File: src/rtl/video_pattern_gen.sv
// video_pattern_gen: pixel source behind video_timing. Rebuilds the active-area
// x/y position from the timing strobes and paints one of four 24-bit test
// patterns. The sync, DE and colour outputs share a fixed two-clock latency.
module video_pattern_gen #(
  parameter int H_ACTIVE    = 1280,
  parameter int V_ACTIVE    = 720,
  parameter int BAR_W       = 160,
  parameter int CHECK_SHIFT = 5,
  parameter int XW          = 11,
  parameter int YW          = 10
) (
  input  logic        clk,
  input  logic        reset,
  input  logic        hsync_in,
  input  logic        vsync_in,
  input  logic        visible_in,
  input  logic [1:0]  mode,
  output logic        hsync_out,
  output logic        vsync_out,
  output logic        de_out,
  output logic [23:0] rgb
);

  localparam int             BCW      = (BAR_W > 1) ? $clog2(BAR_W) : 1;
  localparam logic [BCW-1:0] BAR_LAST = BCW'(BAR_W - 1);
  localparam logic [XW-1:0]  X_LAST   = XW'(H_ACTIVE - 1);
  localparam logic [YW-1:0]  Y_LAST   = YW'(V_ACTIVE - 1);

  function automatic logic [XW-1:0] sat_inc_x(input logic [XW-1:0] v);
    return (&v) ? v : v + 1'b1;
  endfunction

  function automatic logic [YW-1:0] sat_inc_y(input logic [YW-1:0] v);
    return (&v) ? v : v + 1'b1;
  endfunction

  function automatic logic [23:0] bar_colour(input logic [2:0] idx);
    logic [23:0] c;
    case (idx)
      3'd0:    c = 24'hFFFFFF;
      3'd1:    c = 24'hFFFF00;
      3'd2:    c = 24'h00FFFF;
      3'd3:    c = 24'h00FF00;
      3'd4:    c = 24'hFF00FF;
      3'd5:    c = 24'hFF0000;
      3'd6:    c = 24'h0000FF;
      default: c = 24'h000000;
    endcase
    return c;
  endfunction

  // Stage 1 state: captured strobes, position and per-frame attributes
  logic           hsync_p1_q, hsync_p1_d;
  logic           vsync_p1_q, vsync_p1_d;
  logic           vld_p1_q, vld_p1_d;
  logic [XW-1:0]  x_p1_q, x_p1_d;
  logic [YW-1:0]  y_p1_q, y_p1_d;
  logic [BCW-1:0] bar_cnt_p1_q, bar_cnt_p1_d;
  logic [2:0]     bar_idx_p1_q, bar_idx_p1_d;
  logic [7:0]     frame_cnt_q, frame_cnt_d;
  logic [1:0]     mode_q, mode_d;
  logic           synced_q, synced_d;

  // Stage 2 state: registered outputs
  logic           hsync_p2_q, hsync_p2_d;
  logic           vsync_p2_q, vsync_p2_d;
  logic           vld_p2_q, vld_p2_d;
  logic [23:0]    rgb_p2_q, rgb_p2_d;

  logic           vs_rise;
  logic           vis_fall;
  logic           in_line;

  // Stage 1: edge detection, x/y counters, bar tracking and frame-start updates
  always_comb begin
    vs_rise      = vsync_in & ~vsync_p1_q;
    vis_fall     = vld_p1_q & ~visible_in;
    // A pixel continues the current line only if the previous cycle was active too
    in_line      = visible_in & vld_p1_q;

    hsync_p1_d   = hsync_in;
    vsync_p1_d   = vsync_in;
    vld_p1_d     = visible_in;

    x_p1_d       = '0;
    bar_cnt_p1_d = '0;
    bar_idx_p1_d = 3'd0;
    if (in_line) begin
      x_p1_d = sat_inc_x(x_p1_q);
      if (bar_cnt_p1_q == BAR_LAST) begin
        bar_cnt_p1_d = '0;
        bar_idx_p1_d = (bar_idx_p1_q == 3'd7) ? 3'd7 : bar_idx_p1_q + 3'd1;
      end else begin
        bar_cnt_p1_d = bar_cnt_p1_q + 1'b1;
        bar_idx_p1_d = bar_idx_p1_q;
      end
    end

    // Frame-start clear takes priority over an end-of-line increment
    y_p1_d = y_p1_q;
    if (vs_rise) begin
      y_p1_d = '0;
    end else if (vis_fall) begin
      y_p1_d = sat_inc_y(y_p1_q);
    end

    // The first frame after reset is frame 0, so counting starts once synced
    frame_cnt_d = (vs_rise && synced_q) ? frame_cnt_q + 8'd1 : frame_cnt_q;
    mode_d      = vs_rise ? mode : mode_q;
    synced_d    = synced_q | vs_rise;
  end

  // Stage 1 registers
  always_ff @(posedge clk or posedge reset) begin
    if (reset) begin
      hsync_p1_q   <= 1'b0;
      vsync_p1_q   <= 1'b0;
      vld_p1_q     <= 1'b0;
      x_p1_q       <= '0;
      y_p1_q       <= '0;
      bar_cnt_p1_q <= '0;
      bar_idx_p1_q <= 3'd0;
      frame_cnt_q  <= 8'd0;
      mode_q       <= 2'd0;
      synced_q     <= 1'b0;
    end else begin
      hsync_p1_q   <= hsync_p1_d;
      vsync_p1_q   <= vsync_p1_d;
      vld_p1_q     <= vld_p1_d;
      x_p1_q       <= x_p1_d;
      y_p1_q       <= y_p1_d;
      bar_cnt_p1_q <= bar_cnt_p1_d;
      bar_idx_p1_q <= bar_idx_p1_d;
      frame_cnt_q  <= frame_cnt_d;
      mode_q       <= mode_d;
      synced_q     <= synced_d;
    end
  end

  // Stage 2: pattern colour select, blanked outside active video or before sync
  always_comb begin
    logic [23:0] colour;
    colour = 24'h000000;
    case (mode_q)
      2'd0: colour = bar_colour(bar_idx_p1_q);
      2'd1: colour = (x_p1_q[CHECK_SHIFT] ^ y_p1_q[CHECK_SHIFT]) ? 24'h000000 : 24'hFFFFFF;
      2'd2: colour = {x_p1_q[7:0], y_p1_q[7:0], frame_cnt_q};
      default: begin
        if (x_p1_q == '0 || x_p1_q == X_LAST || y_p1_q == '0 || y_p1_q == Y_LAST) begin
          colour = 24'hFFFFFF;
        end else if (x_p1_q[5:0] == 6'd0 || y_p1_q[5:0] == 6'd0) begin
          colour = 24'h808080;
        end else begin
          colour = 24'h000040;
        end
      end
    endcase

    hsync_p2_d = hsync_p1_q;
    vsync_p2_d = vsync_p1_q;
    vld_p2_d   = vld_p1_q;
    rgb_p2_d   = (synced_q && vld_p1_q) ? colour : 24'h000000;
  end

  // Stage 2 registers drive the pins directly
  always_ff @(posedge clk or posedge reset) begin
    if (reset) begin
      hsync_p2_q <= 1'b0;
      vsync_p2_q <= 1'b0;
      vld_p2_q   <= 1'b0;
      rgb_p2_q   <= 24'h000000;
    end else begin
      hsync_p2_q <= hsync_p2_d;
      vsync_p2_q <= vsync_p2_d;
      vld_p2_q   <= vld_p2_d;
      rgb_p2_q   <= rgb_p2_d;
    end
  end

  assign hsync_out = hsync_p2_q;
  assign vsync_out = vsync_p2_q;
  assign de_out    = vld_p2_q;
  assign rgb       = rgb_p2_q;

endmodule
File: config.mk
export PLATFORM = sky130hd
export DESIGN_NAME = video_pattern_gen
export DESIGN_NICKNAME = d
export VERILOG_FILES = /design/src/rtl/video_pattern_gen.sv
export SDC_FILE = /design/constraint.sdc
export NUM_CORES = 1
export LEC_CHECK = 0
export CORE_UTILIZATION = 50
export CTS_BUF_LIST = sky130_fd_sc_hd__clkbuf_4
export CTS_CLUSTER_DIAMETER = 60
export CTS_CLUSTER_SIZE = 8
export DETAILED_ROUTE_END_ITERATION = 7
export PLACE_DENSITY_LB_ADDON = 0.1
export SYNTH_ARGS = -nofsm -noshare
export SYNTH_HDL_FRONTEND = slang
export SYNTH_SLANG_ARGS = --single-unit
File: constraint.sdc
create_clock -name clk -period 6 [get_ports clk]
set_input_delay 1.8 -clock clk [delete_from_list [all_inputs] [get_ports clk]]
set_output_delay 1.8 -clock clk [all_outputs]
set_load 0.005 [all_outputs]
Yosys cells after proc, flatten, opt, wreduce, memory -nomap -nowiden
Index checks and enable logic that the tools add are counted.
Widths: inputs -> output; s select.
Word-level totals
  flip-flop bits (word level): 73
  input bits: 7
  output and inout port bits: 27
Cells by class
  reductions and logical operators: 16
  bitwise gates (word level): 7
  $add $sub $neg: 5
  equal/unequal tests: 15
  mux-type cells: 16
Operator list (number)
  $pmux 24 s7: 1
  $mux 24: 4
  $pmux 24 s3: 1
  $mux 10: 3
  $mux 11: 2
  $add 8x1->8 const B: 2
  $mux 8: 2
  $eq 3x3->1 const B: 4
  $logic_not 6->1: 2
  $add 11x1->11 const B: 1
  $eq 11x11->1 const B: 1
  $logic_not 11->1: 1
  $reduce_and 11->1: 1
  $add 10x1->10 const B: 1
  $eq 10x10->1 const B: 1
  $logic_not 10->1: 1
  $reduce_and 10->1: 1
  $mux 3: 3
  $eq 8x8->1 const B: 1
  $eq 3x2->1 const B: 2
  $logic_or 1x1->1: 4
  $ne 2x2->1 const B: 2
  $add 3x1->3 const B: 1
  $and 1x1->1: 3
  other kinds (12): 14

Depth between registers and ports, before layout
  depth in word-level cells: 7
  gate-level depth with buffers: 6
  gate-level depth less buffers: 6

Worst setup path after synthesis
OpenSTA, ideal clock, no wires.
  path type: input port to flip-flop
  from: in visible_in
  to: reg y_p1_q[8]
  buffers on the path: 0
  setup slack: 3091 ps
  required time: 5923 ps
  stages: 4
  arrival time: 2831 ps
  path through: nand3b_1 > or4_4 > or3_1 > a21oi_1
On the way
  word-level cells in the longest chain between the ends: 4
RTL lines
  start, declared: RTL line 16  | input logic visible_in,
  $not 1->1: RTL line 77  | vis_fall = vld_p1_q & ~visible_in;
  $and 1x1->1: RTL line 77
  $reduce_bool 2->1 (no line)
  $reduce_and 2->1 (no line)
  end signal, assigned: RTL line 131  | y_p1_q <= y_p1_d;
  end, declared: RTL line 57  | logic [YW-1:0] y_p1_q, y_p1_d;
No other way between the ends.
A chain may end at the register's enable or synchronous reset.

Worst setup path in the final report
  from: in vsync_in
  to: reg frame_cnt_q[1]
On the way
  word-level cells in the longest chain between the ends: 2
RTL lines
  start, declared: RTL line 15  | input logic vsync_in,
  $and 1x1->1: RTL line 76  | vs_rise = vsync_in & ~vsync_p1_q;
  $logic_and 1x1->1: RTL line 108  | frame_cnt_d = (vs_rise && synced_q) ? frame_cnt_q + 8'd1 : frame_cnt_q;
  end signal, assigned: RTL line 134  | frame_cnt_q <= frame_cnt_d;
  end, declared: RTL line 60  | logic [7:0] frame_cnt_q, frame_cnt_d;
No other way between the ends.

==> results.cfg <==
[sta]
finClkSkew_ps = 14.1
fin_hold_ws_ps = 365
final_max_slew_viol_count = 0
worstMarginPinSlew_ps = 910
relSlewSlack_pct = 39.3
post-route-period-util_pct = 52.9
setup_viol = 0
fin_tns_setup_ps = 0
rsz0062_at_grt = no
min_period_ps = 3170
hold_viol_final = 0
fmax_ghz = 0.315

[yosys]
syn_nets = 356
synth_edf_count = 0
syn-mean-instance-area_um2 = 10.3
async_flop_share_pct = 100
netlist_instances = 339
ys_warn_count = 0
yosysUniqueCellTypes = 45
synth_ff_type = dfrtp_1
seq_area_frac_synth_pct = 52.3
ys_top_cells_by_area = dfrtp_1 52%, a211oi_1 5.8%, a31oi_1 4.7%, xnor2_1 3.8%, ha_1 3.6%
ys_seq_elements = 73
synth_top_area_share_pct = 52.3
synth_commonest_cells = 73 x dfrtp_1, 33 x nor2_1, 27 x a211oi_1
synth.most_common_cell = dfrtp_1
yosysTopAreaCell = dfrtp_1
syn_area_mm2 = 0.00349

[setup_path]
end_kind = register
cp_max_fo = 12
worst_setup_path_start_kind = input pin
crit_required_ps = 6310
r2r_cells = 3
cp.arrival_ps = 3490
critPathKind = in -> reg

[clock_tree]
cts.sink_count = 73
ctsLongestPathBuffers = 2
cts_buffers = 9
clkTransAtPathRegs_ps = 120
insertion_delay_ps = 410
clockRootBuffer = clkbuf_4
cts_tree = done
hold_buffers = 0
post_cts_resized = 0
postCtsSetupRepairBufs = 0
htree_levels = 3

[drt]
num_vias = 2567
antenna_left = 0
routed_wl_um = 6600
route.detailed.drc = 0
first_pass_iters = 4
drt_iter0_drc = 179
wl_per_cell_um = 14.6
via_per_inst = 5.67

[grt]
busiest_layer = met1
track_usage_pct = 20.3
use_met3_pct = 4.72
grt_pass1_vias = 2349
antenna_found_initial = 0
met1_usage_pct = 30.8
grt_max_degree = 46
grt_use_met2_pct = 27.7
grt-ovfl-total = 0
grt_pass1_wl_um = 11500

[die]
ios = 34
die_y_um = 85.6
core_mm2 = 0.00676
rows = 30
start_util_pct = 51.7
dieArea_mm2 = 0.00732
die_w_um = 85.6

[placed_design]
hpwl_um = 4620
numPortBuffers = 33
gp_congestion = 0.857

[finish]
syn_to_final_growth_pct = 14.4
nFillCells = 562
drive_above_1_share_pct = 6.43
final_nets = 386
insertedDiodeCount = 0

[worst_hold_path]
min_path_type = reg -> reg
holdPathStages = 0

[outcome]
outcome = complete, no violations

[power_and_ir_drop]
power.leakage_nw = 1.61
power_density_mw_per_mm2 = 289
power_w = 0.00116
vdd_drop_max_mv = 0.140

[run]
drv_cap = 0
==> where the power goes <==
part           internal, W  switching [W]  leakage, nW  total, W
sequential        0.000558      0.0000571        0.930  0.000615
combinational     0.000133       0.000107        0.602  0.000239
clock             0.000139       0.000163       0.0734  0.000301
total             0.000829       0.000326         1.61   0.00116
==> path summary, 6_finish.rpt <==
kind | slack [ps] | to | start
worst max-delay path | 2830 | frame_cnt_q[1]$_DFFE_PP0P_ | vsync_in
worst min-delay path | 370 | hsync_out$_DFF_PP0_ | hsync_p1_q$_DFF_PP0_
worst min register to register | 370 | hsync_out$_DFF_PP0_ | hsync_p1_q$_DFF_PP0_
worst max register to register | 3740 | rgb[6]$_DFF_PP0_ | mode_q[1]$_DFFE_PP0P_
min in group asynchronous | 1890 | rgb[5]$_DFF_PP0_ | reset
max in group asynchronous | 3210 | x_p1_q[1]$_DFFE_PP0P_ | reset
==> placed cells by master, fill, tap and decap left out, types with 2 or more instances in the layout <==
| cell | count |
|---|---|
| and4_1 | 3 |
| nand2b_1 | 5 |
| a21oi_1 | 10 |
| nand2_1 | 19 |
| a31oi_1 | 26 |
| nand4_1 | 4 |
| a311oi_1 | 3 |
| clkdlybuf4s50_1 | 33 |
| a211oi_1 | 27 |
| o21a_1 | 2 |
| o31ai_1 | 5 |
| nand3_1 | 15 |
| nor2b_1 | 2 |
| nor2_1 | 33 |
| nor3_1 | 7 |
| dfrtp_1 | 73 |
| or3_1 | 4 |
| buf_4 | 3 |
| o21ai_0 | 7 |
| clkbuf_4 | 12 |
| and2_1 | 2 |
| ha_1 | 10 |
| o211ai_1 | 2 |
| xor2_1 | 7 |
| xnor2_1 | 15 |
| and3_1 | 9 |
| inv_1 | 14 |
==> final cells by class <==
class	count	area, um^2	area share (%)
flip-flops and latches	73	1830	45.7
repair buffers	36	353	8.83
multi-input cells	234	1530	38.2
inverters	15	56.3	1.41
clock buffers	12	90.1	2.25
clock inverters	3	42.5	1.06
well taps	80	100	2.51
==> metrics by stage <==
| step | util [%] | setup WS (ps) | cell area, um^2 | instances |
|---|---|---|---|---|
| 2_1_floorplan | - | 2350 | 3490 | 339 |
| 4_1_cts | 59.1 | 2830 | 4000 | 453 |
| 3_5_place_dp | 57.2 | 2380 | 3860 | 438 |
| 3_3_place_gp | 57.2 | 2470 | 3860 | 438 |
| 5_1_grt | 59.1 | 2720 | 4000 | 453 |
| 6_report | 59.1 | 2830 | 4000 | 453 |
==> cell families (layout without fill, tap and decap cells) <==
| kind of cell | count (synthesis) | in the layout | synth area share, % |
|---|---|---|---|
| xor+xnor | 22 | 22 | 5.52 |
| simple gates | 113 | 113 | 16.5 |
| buf+inv | 32 | 66 | 3.94 |
| flops | 73 | 73 | 52.3 |
| mux | 2 | 2 | 0.609 |
| fa+ha+maj | 10 | 10 | 3.58 |
| compound gates | 87 | 87 | 17.5 |
==> state kept, by name (all words and copies together), names as in the netlist, 2 cells and up <==
signal        count
y_p1_q           10
bar_idx_p1_q      3
x_p1_q           11
mode_q            2
rgb              24
bar_cnt_p1_q      8
frame_cnt_q       8
==> metal layers <==
layer	wire, um	up-vias
met5	0	-
met4	106	0
met3	296	9
met2	2820	55
met1	3380	1208
li1	-	1295
==> critical path, cell delays in order <==
cell and delay, ps:
clkdlybuf4s50_1 490, nor2b_1 690, nand2_1 200, mux2_2 310
(Power assumes the default switching activity.)
